===== config.mk =====
export PLATFORM = sky130hd
export DESIGN_NAME = memory_write_sequencer
export DESIGN_NICKNAME = d
export VERILOG_FILES = /design/src/rtl/memory_write_sequencer.sv
export SDC_FILE = /design/constraint.sdc
export NUM_CORES = 1
export LEC_CHECK = 0
export CORE_MARGIN = 5
export CORE_UTILIZATION = 34
export CTS_CLUSTER_DIAMETER = 120
export DETAILED_ROUTE_END_ITERATION = 7
export HOLD_SLACK_MARGIN = 0.02
export SYNTH_ARGS = -nofsm -noshare
export SYNTH_HDL_FRONTEND = slang
export SYNTH_SLANG_ARGS = --single-unit

===== constraint.sdc =====
create_clock -name clock -period 3.55 [get_ports clock]
set_clock_uncertainty 0.15 [all_clocks]
set_input_delay 0.355 -clock clock [delete_from_list [all_inputs] [get_ports clock]]
set_output_delay 0.355 -clock clock [all_outputs]
set_load 0.03 [all_outputs]

===== src/rtl/memory_write_sequencer.sv =====
// Purpose: serialise one RISC-V store (SB/SH/SW) into little-endian single-byte writes on a byte-wide RAM port.
// Latency: start at edge 0 -> bytes in cycles 1..n -> done in cycle n+1 -> ready in cycle n+2; a reject pulses error in cycle 1.
// Backpressure: ready is high only in IDLE; start while busy is dropped, never queued.
module memory_write_sequencer #(
    parameter int depth = 512
) (
    input  logic        clock,
    input  logic        reset_n,
    input  logic        start,
    input  logic [2:0]  funct3,
    input  logic [31:0] address,
    input  logic [31:0] write_data,
    output logic        ready,
    output logic        done,
    output logic        error,
    output logic [31:0] mem_address,
    output logic [7:0]  mem_data,
    output logic        mem_write_enable
);

    typedef enum logic [1:0] {
        IDLE  = 2'd0,
        WRITE = 2'd1,
        DONE  = 2'd2,
        ERROR = 2'd3
    } state_t;

    localparam logic [32:0] MEM_BYTES = 33'(depth) * 33'd4;

    state_t      state;
    logic [31:0] base_q;
    logic [31:0] data_q;
    logic [2:0]  len_q;
    logic [2:0]  idx_q;

    logic [2:0]  req_len;
    logic        bad_code;
    logic        misaligned;
    logic        out_of_range;
    logic        req_reject;
    logic [32:0] req_last;

    // Request decode; the range check is 33-bit so a base near 2^32 cannot wrap into range.
    always_comb begin
        req_len  = 3'd1;
        bad_code = 1'b0;
        case (funct3)
            3'b000:  req_len = 3'd1;
            3'b001:  req_len = 3'd2;
            3'b010:  req_len = 3'd4;
            default: bad_code = 1'b1;
        endcase
        misaligned   = ((funct3 == 3'b001) && address[0]) ||
                       ((funct3 == 3'b010) && (address[1:0] != 2'b00));
        req_last     = {1'b0, address} + {30'd0, req_len} - 33'd1;
        out_of_range = (req_last >= MEM_BYTES);
        req_reject   = bad_code | misaligned | out_of_range;
    end

    always_ff @(posedge clock or negedge reset_n) begin
        if (!reset_n) begin
            state            <= IDLE;
            base_q           <= 32'd0;
            data_q           <= 32'd0;
            len_q            <= 3'd0;
            idx_q            <= 3'd0;
            ready            <= 1'b1;
            done             <= 1'b0;
            error            <= 1'b0;
            mem_address      <= 32'd0;
            mem_data         <= 8'd0;
            mem_write_enable <= 1'b0;
        end else begin
            case (state)
                IDLE: begin
                    done             <= 1'b0;
                    error            <= 1'b0;
                    mem_write_enable <= 1'b0;
                    mem_address      <= 32'd0;
                    mem_data         <= 8'd0;
                    ready            <= 1'b1;
                    if (start) begin
                        base_q <= address;
                        data_q <= write_data;
                        len_q  <= req_len;
                        ready  <= 1'b0;
                        if (req_reject) begin
                            state <= ERROR;
                            error <= 1'b1;
                            idx_q <= 3'd0;
                        end else begin
                            // Byte 0 goes out straight from the request so it lands in cycle 1.
                            state            <= WRITE;
                            mem_write_enable <= 1'b1;
                            mem_address      <= address;
                            mem_data         <= write_data[7:0];
                            idx_q            <= 3'd1;
                        end
                    end
                end

                WRITE: begin
                    ready <= 1'b0;
                    if (idx_q == len_q) begin
                        state            <= DONE;
                        done             <= 1'b1;
                        mem_write_enable <= 1'b0;
                        mem_address      <= 32'd0;
                        mem_data         <= 8'd0;
                        idx_q            <= 3'd0;
                    end else begin
                        mem_write_enable <= 1'b1;
                        mem_address      <= base_q + {29'd0, idx_q};
                        mem_data         <= data_q[{idx_q[1:0], 3'b000} +: 8];
                        idx_q            <= idx_q + 3'd1;
                    end
                end

                DONE: begin
                    state            <= IDLE;
                    done             <= 1'b0;
                    error            <= 1'b0;
                    ready            <= 1'b1;
                    mem_write_enable <= 1'b0;
                    mem_address      <= 32'd0;
                    mem_data         <= 8'd0;
                end

                ERROR: begin
                    state            <= IDLE;
                    done             <= 1'b0;
                    error            <= 1'b0;
                    ready            <= 1'b1;
                    mem_write_enable <= 1'b0;
                    mem_address      <= 32'd0;
                    mem_data         <= 8'd0;
                end

                default: begin
                    state            <= IDLE;
                    done             <= 1'b0;
                    error            <= 1'b0;
                    ready            <= 1'b1;
                    mem_write_enable <= 1'b0;
                    mem_address      <= 32'd0;
                    mem_data         <= 8'd0;
                end
            endcase
        end
    end

endmodule


---- Word-level counts from Yosys, hierarchy flattened ----
Cells that the tools add are included.
word-level totals
  register bits after elaboration ......... 116
  input bits .............................. 70
cells by class
  add/sub/neg operators ................... 4
  $lt $le $gt $ge ......................... 1
  equal/unequal tests ..................... 8
  shift-type cells ........................ 1
  muxes and demuxes ....................... 29
  bitwise gates (word level) .............. 2
  reductions and logical operators ........ 14
operator list
  cell                   count
  $mux 32                3
  $pmux 32 s3            1
  $add 32x3->33          1
  $ge 33x12->1 const B   1
  $sub 33x1->33 const B  1
  $add 32x3->32          1
  $shiftx 32x6->8        1
  $mux 8                 3
  $pmux 8 s3             1
  $pmux 3 s2             2
  $mux 1                 9
  $mux 2                 3
  $mux 3                 2
  $pmux 1 s3             2
  $pmux 2 s3             1
  $reduce_and 2->1       3
  $reduce_bool 2->1      3
  $reduce_or 3->1        2
  $eq 2x2->1 const B     2
  $ne 2x2->1 const B     2
  $pmux 1 s2             2
  $add 3x1->3 const B    1
  $eq 3x1->1 const B     1
  $eq 3x2->1 const B     1
  8 further kinds        10

---- Logic depth before layout (Yosys ltp) ----
  depth in word-level cells ............... 9
  depth in mapped cells ................... 19
  depth with buffers taken out ............ 17

---- Worst setup path after synthesis ----
No wires, ideal clock.
  path kind ............................... input port to flip-flop
  start ................................... input port funct3[2]
  end ..................................... register mem_address[10]
  arrival ................................. 3.531 ns
  data required time ...................... 3.313 ns
  path slack .............................. -0.218 ns
  stages .................................. 18
  path buffers ............................ 2
  cells stage by stage .................... inv_1 nand3b_1 ha_1 inv_1 ha_1 inv_1 fa_1 nor2b_1 o31ai_1 a21o_1 a211o_1 a21o_1 a32oi_1 nand3_1 or4_1 buf_2 buf_6 o22ai_2
between the ends
  longest elaborated chain between the ends .. 9
  elaborated cells on any way between the ends .. 17
  classes of those cells .................. add/sub (2); order compare (1); eq/ne (2); mux (5); bitwise (2); reduce/logical (5)
ends and longest elaborated chain
  element                                   line        text
  start: declaration                        10          input logic [2:0] funct3,
  $eq 3x2->1 or $eq 3x1->1 (tied branches)  47, 54, 53
  $pmux 3 s2                                47          case (funct3)
  $add 32x3->33                             55          req_last = {1'b0, address} + {30'd0, req_len} - 33'd1;
  $sub 33x1->33                             55
  $ge 33x12->1                              56          out_of_range = (req_last >= MEM_BYTES);
  $or 1x1->1 *                              57          req_reject = bad_code | misaligned | out_of_range;
  $mux 32 *                                 87          if (req_reject) begin
  $mux 32 *                                 82          if (start) begin
  $pmux 32 s3 *                             74          case (state)
  end signal: assignment                    95          mem_address <= address;
  end signal: assignment                    113         mem_address <= base_q + {29'd0, idx_q};
  end: declaration                          16          output logic [31:0] mem_address,
Every way passes the cells marked *; elsewhere a longest branch is shown, timed or not.
A chain may end at the register's enable or synchronous reset.

---- Worst setup path after layout ----
  start ................................... input port funct3[1]
  end ..................................... register mem_address[3]
The elaborated chain is that of the path after synthesis.

==> metrics.txt <==
worst path required time around 3700 ps; total track usage 0.194; Clock power frac 0.264; PwrDens around 600 nW/um^2; Hold WC Path Type in -> async; WS Path Type in -> reg; fraction of registers with async set/reset 1.00; RSZ-0062 raised after global routing yes; startpoint type of the worst setup path input port; I/O Buffers around 110; via count approximately 7.3k; clock buffer depth 2; Comb power frac 0.406; r2r worst-path depth 10; DP HPWL ~19 mm; row cnt 54; clock slew seen by the registers of the worst setup and hold paths approximately 60 ps; EDFF count, synth 0; Fill cells approximately 2.0k; met1 usage 0.265; Cells after Synth 849; outcome finished, violations left; synth unique cells 67; design area around 11000 sq um; register area between 2000 and 3000 sq um; routed len/inst roughly 17 microns; switching power ~2.5 mW; Synth Register Bits about 120; Core Box Area approximately 22000 sq um; Yosys Warn Count 0; Slew @ Worst Pin 628 ps; syn nets 959; area grow syn2layout 49.3%; fin nets 1254; DRC Markers 0; Leak 5.08 nW; Slew Limit Fails 0; die height 158 microns; gr ovfl total 0; Post-DP Area 10200 sq um; Worst setup EP type flip-flop; Routed WL 24.4 mm; Max-slew headroom 0.578; Final period util 1.01; antenna violations before repair 0; Switching Fraction 0.374; Die Width between 150 and 200 microns; number of global-route vias before repair slightly above 7k; final hold violations 0; gr busiest metal met2; drt first pass iters 5; largest net degree at the start of global routing 56; CTS H-Tree Depth 4; total CTS buffers 17; multi-input logic area ~4300 sq um; final setup margin -48.6 ps; Mapped Area around 7400 sq um; Post-synth top flop dfrtp_1; maxcap violations 0; TritonCTS clock tree yes; failing checks negative setup slack; Initial Util 0.342; antenna cells 0; final setup violation count 34; Antenna Nets Post-Route 0; clk sinks 116; Tot Pwr ~6.7 mW; layout cells sized above 1 0.281; Pint roughly 4.2 mW; Tmin final 3600 ps; Arr. time, crit path approximately 3800 ps; die area approximately 25000 sq um; grt met3 use 0.0323; RD Place Congestion between 0.9 and 1; met2 GRT Util 0.316; Seq/Total Area, Yosys 0.391; Max IR drop VDD 398 uV; vias per cell between 5 and 6; max frequency about 280 MHz; I/O pin count 114; CTS Root Cell clkbuf_16; sequential share of power 0.330; Avg Cell Area, Syn ~8.7 sq um; first-pass GRT wire length 38.1 mm; initial drt markers approximately 420; clk_lat worst skew 410 ps; crit-path max FO 8
cell usage after synthesis, types with 5 or more instances:
cell type	count	area share
o31ai_1	11	0.011
inv_1	53	0.027
mux4_2	8	0.024
o21ai_1	9	0.0061
nor4_1	7	0.0059
o21ai_0	60	0.040
nand3_1	19	0.013
nor2b_1	5	0.0042
o21a_1	10	0.010
a21oi_2	5	0.0059
o22ai_2	27	0.046
xnor2_1	19	0.022
nor3_1	15	0.010
dfrtp_1	115	0.39
xor2_1	20	0.024
mux2i_1	5	0.0067
o211ai_1	10	0.010
nand4_1	21	0.018
clkbuf_1	26	0.013
a21o_1	10	0.010
buf_2	6	0.0040
nor2_1	34	0.017
a21oi_1	39	0.026
or2_2	5	0.0042
nand2_1	196	0.099
ha_1	38	0.064
worst max-delay path, cell delays in order:
cell	delay, ps
buf_6	100
nand3b_1	210
ha_1	310
inv_1	60
ha_2	180
inv_2	40
fa_2	330
nor2b_2	120
o31ai_2	80
a21o_1	220
a211o_1	320
a21o_1	200
a32oi_2	210
nand3_1	90
or4_4	590
clkbuf_16	210
o22ai_2	140
area by class of cell:
type	count	area share
multi-input cells	642	0.389
well taps	280	0.0316
repair buffers	314	0.244
clock inverters	15	0.0164
clock buffers	17	0.0384
inverters	53	0.0180
flip-flops and latches	116	0.262
power groups by stage:
stage	clock network, mW	registers, mW	logic [mW]
global route	1.84	2.27	2.98
detailed placement	0	2.22	2.65
CTS	1.78	2.20	2.69
floorplan	0	2.39	1.40
finish	1.76	2.20	2.71
global placement	0	2.21	2.60
cells by family (layout without fill, tap and decap cells):
group           after synthesis  count (layout)  synth area share
compound gates              219             219             0.211
xor+xnor                     39              39            0.0460
fa+ha+maj                    40              40            0.0695
buf+inv                      91             399            0.0501
flops                       116             116             0.391
mux                          13              13            0.0310
simple gates                331             331             0.201
path summary, 6_finish.rpt:
check	slack, ps	endpoint	from
worst max-delay path	-50	mem_address[3]	funct3[1]
worst min-delay path	300	mem_address[11]	reset_n
worst max register to register	660	mem_address[31]	base_q[1]
worst min register to register	320	data_q[10]	data_q[10]
max in group asynchronous	2190	base_q[24]	reset_n
min in group clock	320	data_q[10]	data_q[10]
layout by cell type, fill, tap and decap left out, types with 15 or more instances in the layout:
master and n:
nor2_1 32, xnor2_1 19, ha_1 33, clkdlybuf4s50_1 106, inv_1 49, clkbuf_16 18
nor3_1 15, o21ai_0 56, xor2_1 20, nand3_1 19, o22ai_2 27, buf_4 194
nand4_1 21, nand2_1 194, a21oi_1 38, dfrtp_1 115
sequential cells by signal (all words and copies together), names as in the netlist, 2 cells and up:
register	count
state	2
idx_q	3
mem_address	32
data_q	32
base_q	32
len_q	3
mem_data	8
through the flow:
| step | util | hold slack, ps | instances | TNS, ps | setup slack (ps) |
|---|---|---|---|---|---|
| 2_1_floorplan | - | -90.6 | 849 | -4330 | -152 |
| 3_3_place_gp | 0.469 | 200 | 1392 | -36770 | -895 |
| 3_5_place_dp | 0.469 | 203 | 1392 | -39400 | -1000 |
| 4_1_cts | 0.504 | 307 | 1434 | -944 | -42.6 |
| 5_1_grt | 0.511 | 321 | 1437 | -7600 | -221 |
| 6_report | 0.511 | 295 | 1437 | -889 | -48.6 |
routing by layer:
metal,up-vias,share of wire
li1,3592,-
met1,3505,0.46
met2,157,0.47
met3,29,0.039
met4,0,0.028
met5,-,0
what timing repair did:
action / CTS / global route
endpoints found under the setup margin: 44 / 44
hold endpoints to repair: 33 / 0
pin swaps: 21 / 6
hold buffers: 1 / 0
cloned: 1 / 1
gates resized for setup: 38 / 24
setup buffers: 9 / 2
No activity file was read; power rests on OpenSTA's default activity.
